<file path="src/rtl/skid_buffer_x65_pkg.sv">
// Shared types and constants for the 2-entry skid buffer.
package skid_buffer_x65_pkg;

  localparam int LENGTH_DEF = 65;

  typedef enum logic [1:0] {
    ST_EMPTY = 2'd0,
    ST_ONE   = 2'd1,
    ST_FULL  = 2'd2
  } state_t;

  // Number of buffered beats held in a given state
  function automatic logic [1:0] occ_of(input state_t s);
    case (s)
      ST_ONE:  return 2'd1;
      ST_FULL: return 2'd2;
      default: return 2'd0;
    endcase
  endfunction

endpackage

</file>
<file path="src/rtl/skid_buffer_x65_if.sv">
// Valid/ready stream in, valid/ready stream out, plus fill level.
interface skid_buffer_x65_if #(parameter int LENGTH = 65);
  logic              in_valid;
  logic              in_ready;
  logic [LENGTH-1:0] in_data;
  logic              out_valid;
  logic              out_ready;
  logic [LENGTH-1:0] out_data;
  logic [1:0]        occ;

  // Upstream producer / downstream consumer side
  modport master (
    output in_valid, in_data, out_ready,
    input  in_ready, out_valid, out_data, occ
  );

  // Buffer side
  modport slave (
    input  in_valid, in_data, out_ready,
    output in_ready, out_valid, out_data, occ
  );
endinterface

</file>
<file path="src/rtl/skid_buffer_x65_en_dff_row.sv">
// LENGTH-wide enabled register; both resets clear it to zero.
module en_dff_row #(
  parameter int LENGTH = 65
) (
  input  logic              clk,
  input  logic              reset,
  input  logic              softReset,
  input  logic              i_en,
  input  logic [LENGTH-1:0] i_d,
  output logic [LENGTH-1:0] o_q
);
  logic [LENGTH-1:0] r_q;

  // Load on enable, clear on either reset; otherwise hold
  always_ff @(posedge clk) begin
    if (reset || softReset) r_q <= '0;
    else if (i_en)          r_q <= i_d;
  end

  assign o_q = r_q;
endmodule

</file>
<file path="src/rtl/skid_buffer_x65.sv">
// Two-entry skid buffer: main drives out_data, skid catches the beat
// accepted while downstream stalls. All handshake outputs are registered.
module skid_buffer_x65
  import skid_buffer_x65_pkg::*;
#(
  parameter int LENGTH = LENGTH_DEF
) (
  input  logic              clk,
  input  logic              reset,
  input  logic              softReset,
  skid_buffer_x65_if.slave  bus
);
  state_t            r_state, w_nxt;
  logic              r_in_ready, r_out_valid;
  logic [1:0]        r_occ;
  logic              w_in_fire, w_out_fire;
  logic              w_main_en, w_skid_en;
  logic [LENGTH-1:0] w_main_d, w_main_q, w_skid_q;

  // Next state and register write enables from the two fire conditions
  always_comb begin
    w_in_fire  = bus.in_valid & r_in_ready;
    w_out_fire = r_out_valid & bus.out_ready;
    w_nxt      = r_state;
    w_main_en  = 1'b0;
    w_skid_en  = 1'b0;
    w_main_d   = bus.in_data;
    case (r_state)
      ST_EMPTY: if (w_in_fire) begin
        w_main_en = 1'b1;
        w_nxt     = ST_ONE;
      end
      ST_ONE: begin
        case ({w_in_fire, w_out_fire})
          2'b11: w_main_en = 1'b1;
          2'b10: begin
            w_skid_en = 1'b1;
            w_nxt     = ST_FULL;
          end
          2'b01:   w_nxt = ST_EMPTY;
          default: w_nxt = ST_ONE;
        endcase
      end
      ST_FULL: if (w_out_fire) begin
        w_main_en = 1'b1;
        w_main_d  = w_skid_q;
        w_nxt     = ST_ONE;
      end
      default: w_nxt = ST_EMPTY;
    endcase
  end

  // FSM state with its handshake outputs registered alongside
  always_ff @(posedge clk) begin
    if (reset || softReset) begin
      r_state     <= ST_EMPTY;
      r_in_ready  <= 1'b1;
      r_out_valid <= 1'b0;
      r_occ       <= 2'd0;
    end else begin
      r_state     <= w_nxt;
      r_in_ready  <= (w_nxt != ST_FULL);
      r_out_valid <= (w_nxt != ST_EMPTY);
      r_occ       <= occ_of(w_nxt);
    end
  end

  en_dff_row #(.LENGTH(LENGTH)) u_main (
    .clk(clk), .reset(reset), .softReset(softReset),
    .i_en(w_main_en), .i_d(w_main_d), .o_q(w_main_q)
  );

  en_dff_row #(.LENGTH(LENGTH)) u_skid (
    .clk(clk), .reset(reset), .softReset(softReset),
    .i_en(w_skid_en), .i_d(bus.in_data), .o_q(w_skid_q)
  );

  assign bus.in_ready  = r_in_ready;
  assign bus.out_valid = r_out_valid;
  assign bus.out_data  = w_main_q;
  assign bus.occ       = r_occ;
endmodule

</file>
<file path="src/flat_wrapper.sv">
// flat-port wrapper written by rule: the top's interface ports become plain ports
module skid_buffer_x65_flat import skid_buffer_x65_pkg::*;
#(
  parameter int LENGTH = LENGTH_DEF
)
  (clk, reset, softReset, bus_in_valid, bus_in_data, bus_out_ready, bus_in_ready, bus_out_valid, bus_out_data, bus_occ);
  skid_buffer_x65_if #(.LENGTH(LENGTH)) bus_i ();
  input  logic clk;
  input  logic reset;
  input  logic softReset;
  input wire logic [$bits(bus_i.in_valid)-1:0] bus_in_valid;
  input wire logic [$bits(bus_i.in_data)-1:0] bus_in_data;
  input wire logic [$bits(bus_i.out_ready)-1:0] bus_out_ready;
  output wire logic [$bits(bus_i.in_ready)-1:0] bus_in_ready;
  output wire logic [$bits(bus_i.out_valid)-1:0] bus_out_valid;
  output wire logic [$bits(bus_i.out_data)-1:0] bus_out_data;
  output wire logic [$bits(bus_i.occ)-1:0] bus_occ;
  assign bus_i.in_valid = bus_in_valid;
  assign bus_i.in_data = bus_in_data;
  assign bus_i.out_ready = bus_out_ready;
  assign bus_in_ready = bus_i.in_ready;
  assign bus_out_valid = bus_i.out_valid;
  assign bus_out_data = bus_i.out_data;
  assign bus_occ = bus_i.occ;
  skid_buffer_x65 #(.LENGTH(LENGTH)) u_core (.clk(clk), .reset(reset), .softReset(softReset), .bus(bus_i));
endmodule
</file>
<file path="config.mk">
export PLATFORM = sky130hd
export DESIGN_NAME = skid_buffer_x65_flat
export DESIGN_NICKNAME = d
export VERILOG_FILES = /design/src/rtl/skid_buffer_x65_pkg.sv /design/src/rtl/skid_buffer_x65_if.sv /design/src/rtl/skid_buffer_x65_en_dff_row.sv /design/src/rtl/skid_buffer_x65.sv /design/src/flat_wrapper.sv
export SDC_FILE = /design/constraint.sdc
export NUM_CORES = 1
export LEC_CHECK = 0
export BUFFER_PORTS_ARGS = -buffer_cell sky130_fd_sc_hd__buf_2
export CORE_MARGIN = 4
export CORE_UTILIZATION = 40
export CTS_BUF_LIST = sky130_fd_sc_hd__clkbuf_4
export DETAILED_ROUTE_END_ITERATION = 8
export GPL_TIMING_DRIVEN = 0
export PLACE_DENSITY = 0.64
export SYNTH_ARGS = -nofsm -noshare
export SYNTH_HDL_FRONTEND = slang
export SYNTH_SLANG_ARGS = --single-unit
</file>
<file path="constraint.sdc">
create_clock -name clk -period 3.6 [get_ports clk]
set_input_delay 0.18 -clock clk [delete_from_list [all_inputs] [get_ports clk]]
set_output_delay 0.18 -clock clk [all_outputs]
set_load 0.02 [all_outputs]
</file>
## After elaboration in Yosys (flattened, before gate mapping)

Cells that the tools add are included.

| operators by class | value |
|---|---|
| bitwise operators | 2 |
| multiplexer cells | 13 |
| reduce and logical (&&, ||, !) cells | 3 |
| equality and inequality tests | 8 |

Operators with widths:

| operator | count |
|---|---|
| 65-bit two-way mux | 2 |
| 2-bit one-hot mux with 3 select lines | 2 |
| 2-bit equality test, second input constant | 4 |
| 2-bit by 1-bit equality test with 1-bit output, second input constant | 3 |
| 1-bit two-way mux | 5 |
| 2-bit two-way mux | 2 |
| 2-bit one-hot mux with 2 select lines | 1 |
| 1-bit one-hot mux with 3 select lines | 1 |
| 1-bit AND | 2 |
| 2-bit logical NOT | 1 |
| 2-bit != test, second input constant | 1 |
| 2-bit nonzero test | 1 |
| 1-bit logical OR | 1 |

| word-level totals | value |
|---|---|
| input port bits | 70 |
| flip-flop bits (word level) | 136 |
| logic and storage cells | 32 |
| output and inout port bits | 69 |

## Depth between registers and ports, before layout

| depth | value |
|---|---|
| word-level depth | 6 |
| mapped depth | 7 |

## By module

A second synthesis with hierarchy kept.

| second synthesis, totals | value |
|---|---|
| cells, all modules | 522 |
| area, all modules | 5898.2 µm² |

Modules (own cells, without submodules):

| module | cells each | sequential area each (µm²) | instances | area an instance (µm²) |
|---|---|---|---|---|
| en_dff_row | 210 | 1301.2 | 2 | 2338.5 |
| skid_buffer_x65 | 102 | 120.1 | 1 | 1221.2 |

## Least setup slack after synthesis

Ideal clock, no wire load.

| path | value |
|---|---|
| path type | reg-to-reg |
| start | reg u_core.r_in_ready, in the netlist u_core.bus.in_ready |
| end | reg u_core.u_skid.r_q[10], in the netlist u_core.u_skid.o_q[10] |
| library setup time | 0.132 ns |
| required time | 3.468 ns |
| path slack | 1.992 ns |
| data arrival time | 1.475 ns |
| cell stages (with the launch flop) | 8 |
| clock period less this slack | 1.608 ns |
| path through | dfxtp_1 -> nand2_1 -> or3b_1 -> clkbuf_1 -> buf_6 -> buf_6 -> nand2_1 -> a21oi_1 |

| on the way | value |
|---|---|
| cells in the longest elaborated chain, start to end | 4 |

Ends and longest elaborated chain:

| what | RTL line | text |
|---|---|---|
| start, declared | skid_buffer_x65.sv:14 | `logic r_in_ready, r_out_valid;` |
| start signal, assigned | skid_buffer_x65.sv:62 | `r_in_ready <= (w_nxt != ST_FULL);` |
| 1-bit AND | skid_buffer_x65.sv:22 | `w_in_fire = bus.in_valid & r_in_ready;` |
| 2-bit equality test | skid_buffer_x65.sv:34 | `case ({w_in_fire, w_out_fire})` |
| 1-bit two-way mux | skid_buffer_x65.sv:34 |  |
| 1-bit two-way mux | skid_buffer_x65.sv:28 | `case (r_state)` |
| end signal, assigned | skid_buffer_x65_en_dff_row.sv:17 | `else if (i_en) r_q <= i_d;` |
| end, declared | skid_buffer_x65_en_dff_row.sv:12 | `logic [LENGTH-1:0] r_q;` |

Every way passes these cells.
A chain may end at the register's enable or synchronous reset.

## Worst setup path after layout

| path | value |
|---|---|
| start | reg u_core.r_state[1] |
| end | reg u_core.u_main.r_q[59], in the netlist u_core.u_main.o_q[59] |

| on the way | value |
|---|---|
| cells in the longest elaborated chain, start to end | 2 |
| elaborated cells between the ends (all ways) | 5 |

Ends and longest elaborated chain:

| what | RTL line | text |
|---|---|---|
| start, declared | skid_buffer_x65.sv:13 | `state_t r_state, w_nxt;` |
| start signal, assigned | skid_buffer_x65.sv:61 | `r_state <= w_nxt;` |
| 2-bit equality test (tied with other cells) | skid_buffer_x65.sv:28 |  |
| 1-bit one-hot mux with 3 select lines or 65-bit two-way mux (tied branches) | skid_buffer_x65.sv:28 |  |
| end signal, assigned | skid_buffer_x65_en_dff_row.sv:17 |  |
| end, declared | skid_buffer_x65_en_dff_row.sv:12 |  |

Several ways; a longest one is shown, not always the timed one.

==> reports/results.tsv <==
stage	metric	value	unit
run_status	status	completed	
routing	vias	4912	
yosys	syn_inst	597	
grt	grt_pass1_vias	4897	
routing	postRouteAntennaNets	0	
setup_path	cp-end-kind	flop	
floorplan	initial_utilization	41.7	%
layout	final_core_utilization	55.5	%
yosys	syn_area	0.00534	sq mm
routing	avgRoutedWirePerCell	14.5	um
layout	antenna_cells	0	
floorplan	io_pins	139	
power	switching_share	26.8	%
clock_network	htree_levels	4	
layout	num-nets-final	889	
place	portBuffers	138	
yosys	synth_cell_types	22	
setup_path	cp-start-kind	flop	
setup_path	crit_fanout	10	
floorplan	design.core.area	0.0128	sq mm
setup_path	crit_buf_inv	2	
place	dpl.hpwl	10200	um
power	ir_worst_vdd	210	uV
layout	drive_gt1_share	23.8	%
grt	antenna_found_initial	0	
sta	finClkSkew	0.0149	ns
sta	finalCritPeriodShare	49.8	%
place	routabilityCongestion	0.776	
clock_network	cts_sinks	136	
floorplan	fp.dieW	124	um
setup_path	criticalPathCategory	reg2reg	
layout	final_cell_mix	buf_2, dfxtp_1, nand2_1, nor2_1	
floorplan	rows	41	
setup_path	path_cells	buf_2 > nand4b_1 > o311ai_2 > clkbuf_1 > nor2_1 > a211oi_1	
routing	drt-vias-per-instance	4.91	
sta	hold_viol_final	0	
grt	track_usage	19.7	%
routing	drtIter0Drc	251	
layout	area_delta_synth_final	33.2	%
power	switchingPower	759	uW
grt	grt_max_degree	17	
flow_run	drv_cap	0	
yosys	yosysWarnings	0	
clock_network	cts_root_buf	clkbuf_4	
clock_network	clkSlewWorstSetupHoldPaths	0.11	ns
sta	min_period	1.79	ns
routing	finalWirelength	14500	um
power	p_leak	0.00333	uW
grt	grt_overflow	0	
yosys	ys_ff_latch	136	
clock_network	clock_latency	0.53	ns
clock_network	post-cts-setup-buffers	0	
power	p_int	2070	uW
setup_path	cpPeakStageDelay	0.45	ns
sta	fmax	0.557	GHz
floorplan	die_area	0.0153	sq mm
clock_network	hold_buffers	65	
setup_path	critical_path.top_delay_family	buffers and inverters	
routing	drc	0	
clock_network	cts_buffer_depth	2	
sta	setup_viol	0	
sta	tightest_slew	0.549	ns
yosys	seq_area_frac_synth	50.9	%
clock_network	cts_tree	built	
clock_network	cts_buffers	17	
routing	first_pass_iters	4	
floorplan	die_h	124	um
sta	slew_headroom	63.4	%
grt	grt_pass1_wl	23300	um
setup_path	cp.required	4.04	ns
sta	slew_violations	0	
setup_path	worst_ep_arrival_time	2.24	ns
power	powerDensity	398	mW/mm^2
hold_path	hp-class	in2reg	
power	power.share.combinational	14.6	%
power	seqPwrFrac	55.6	%
setup_path	slowest_stage	clkbuf_1	
layout	final_common_cell	buf_2	
sta	rsz0062_at_grt	false	
clock_network	ctsResizeCount	0	
yosys	avgSynthCellArea	8.95	sq um
power	pwr-share-clk	29.8	%
sta	setup-tns-final	0	ns
yosys	synth_nets	667	
[flip-flops by register name, indices dropped and copies added, names as in the netlist]
register / cells
u_core.u_main.o_q: 65
u_core.u_skid.o_q: 65
u_core.bus.occ: 2
u_core.r_state: 2
u_core.bus.in_ready: 1
u_core.bus.out_valid: 1
[final timing paths]
kind,start,end,slack [ns],cells after the start
worst min register to register,u_core.u_skid.o_q[33],u_core.u_skid.o_q[33],0.46,2
worst min-delay path,bus_out_ready,u_core.r_state[1],0.08,4
worst max register to register,u_core.r_state[1],u_core.u_main.o_q[59],1.81,6
worst max-delay path,u_core.r_state[1],u_core.u_main.o_q[59],1.81,6
[power by group through the flow]
| stage | clock, uW | sequential, uW | combinational [uW] |
|---|---|---|---|
| 2_1_floorplan | 0 | 1660 | 169 |
| 3_3_place_gp | 0 | 1610 | 355 |
| 3_5_place_dp | 0 | 1610 | 360 |
| 4_1_cts | 876 | 1580 | 415 |
| 5_1_grt | 937 | 1580 | 457 |
| 6_report | 843 | 1580 | 414 |
[through the flow]
stage | setup slack [ns] | total power (uW) | instance area, sq um | hold slack, ns | cells
finish | 1.81 | 2830 | 7120 | 0.0846 | 1000
floorplan | 1.99 | 1820 | 5340 | 0.316 | 597
global placement | 1.65 | 1960 | 6250 | 0.434 | 907
detailed placement | 1.58 | 1970 | 6250 | 0.439 | 907
global route | 1.55 | 2970 | 7120 | 0.0262 | 1000
CTS | 1.77 | 2870 | 7120 | 0.0216 | 1000
[routing by layer]
layer	wire (um)	GRT usage, %	up-vias
li1	-	-	2484
met1	6510	24.0	2254
met2	6810	32.3	146
met3	881	6.27	28
met4	311	7.54	0
met5	0	0	-
[Yosys cell counts]
master	n	area, sq um
a21oi_2	1	8.76
or2_2	1	6.26
buf_6	4	45.0
a21oi_1	66	330
a211oi_1	66	495
xor2_1	1	8.76
nor3b_1	2	15.0
buf_4	10	75.1
a21boi_2	1	11.3
dfxtp_1	136	2720
nor2_1	67	251
buf_2	17	85.1
clkbuf_1	21	78.8
nand4b_1	1	8.76
nand2_1	132	495
mux2i_1	65	651
inv_1	1	3.75
nand4bb_1	1	11.3
o21a_1	1	7.51
o311ai_2	1	16.3
or3b_1	1	8.76
nand3b_1	1	7.51
[final cells by class]
cell class                      instances  area, sq um
Fill cell                            1180         5710
Sequential cell                       136         2720
Multi-Input combinational cell        408         2330
Timing Repair Buffer                  203         1340
Buffer                                 52          284
Tap cell                              172          215
Clock buffer                           21          158
Clock inverter                          7         57.6
Inverter                                1         3.75
[cell families (layout without fill, tap and decap cells)]
logic type	Yosys count	count (layout)	share of synthesized area (%)
AO/OA/AOI/OAI	136	136	16.3
XOR/XNOR	1	1	0.164
buffers and inverters	53	284	5.39
flip-flops	136	136	50.9
multiplexers	65	65	12.2
AND/OR/NAND/NOR	206	206	15.1
[worst min-delay path: stages]
cell and delay [ns]:
buf_2 0.11, nand2_1 0.08, nand3b_1 0.13, a21oi_2 0.07
No activity file was read; power rests on OpenSTA's default activity.
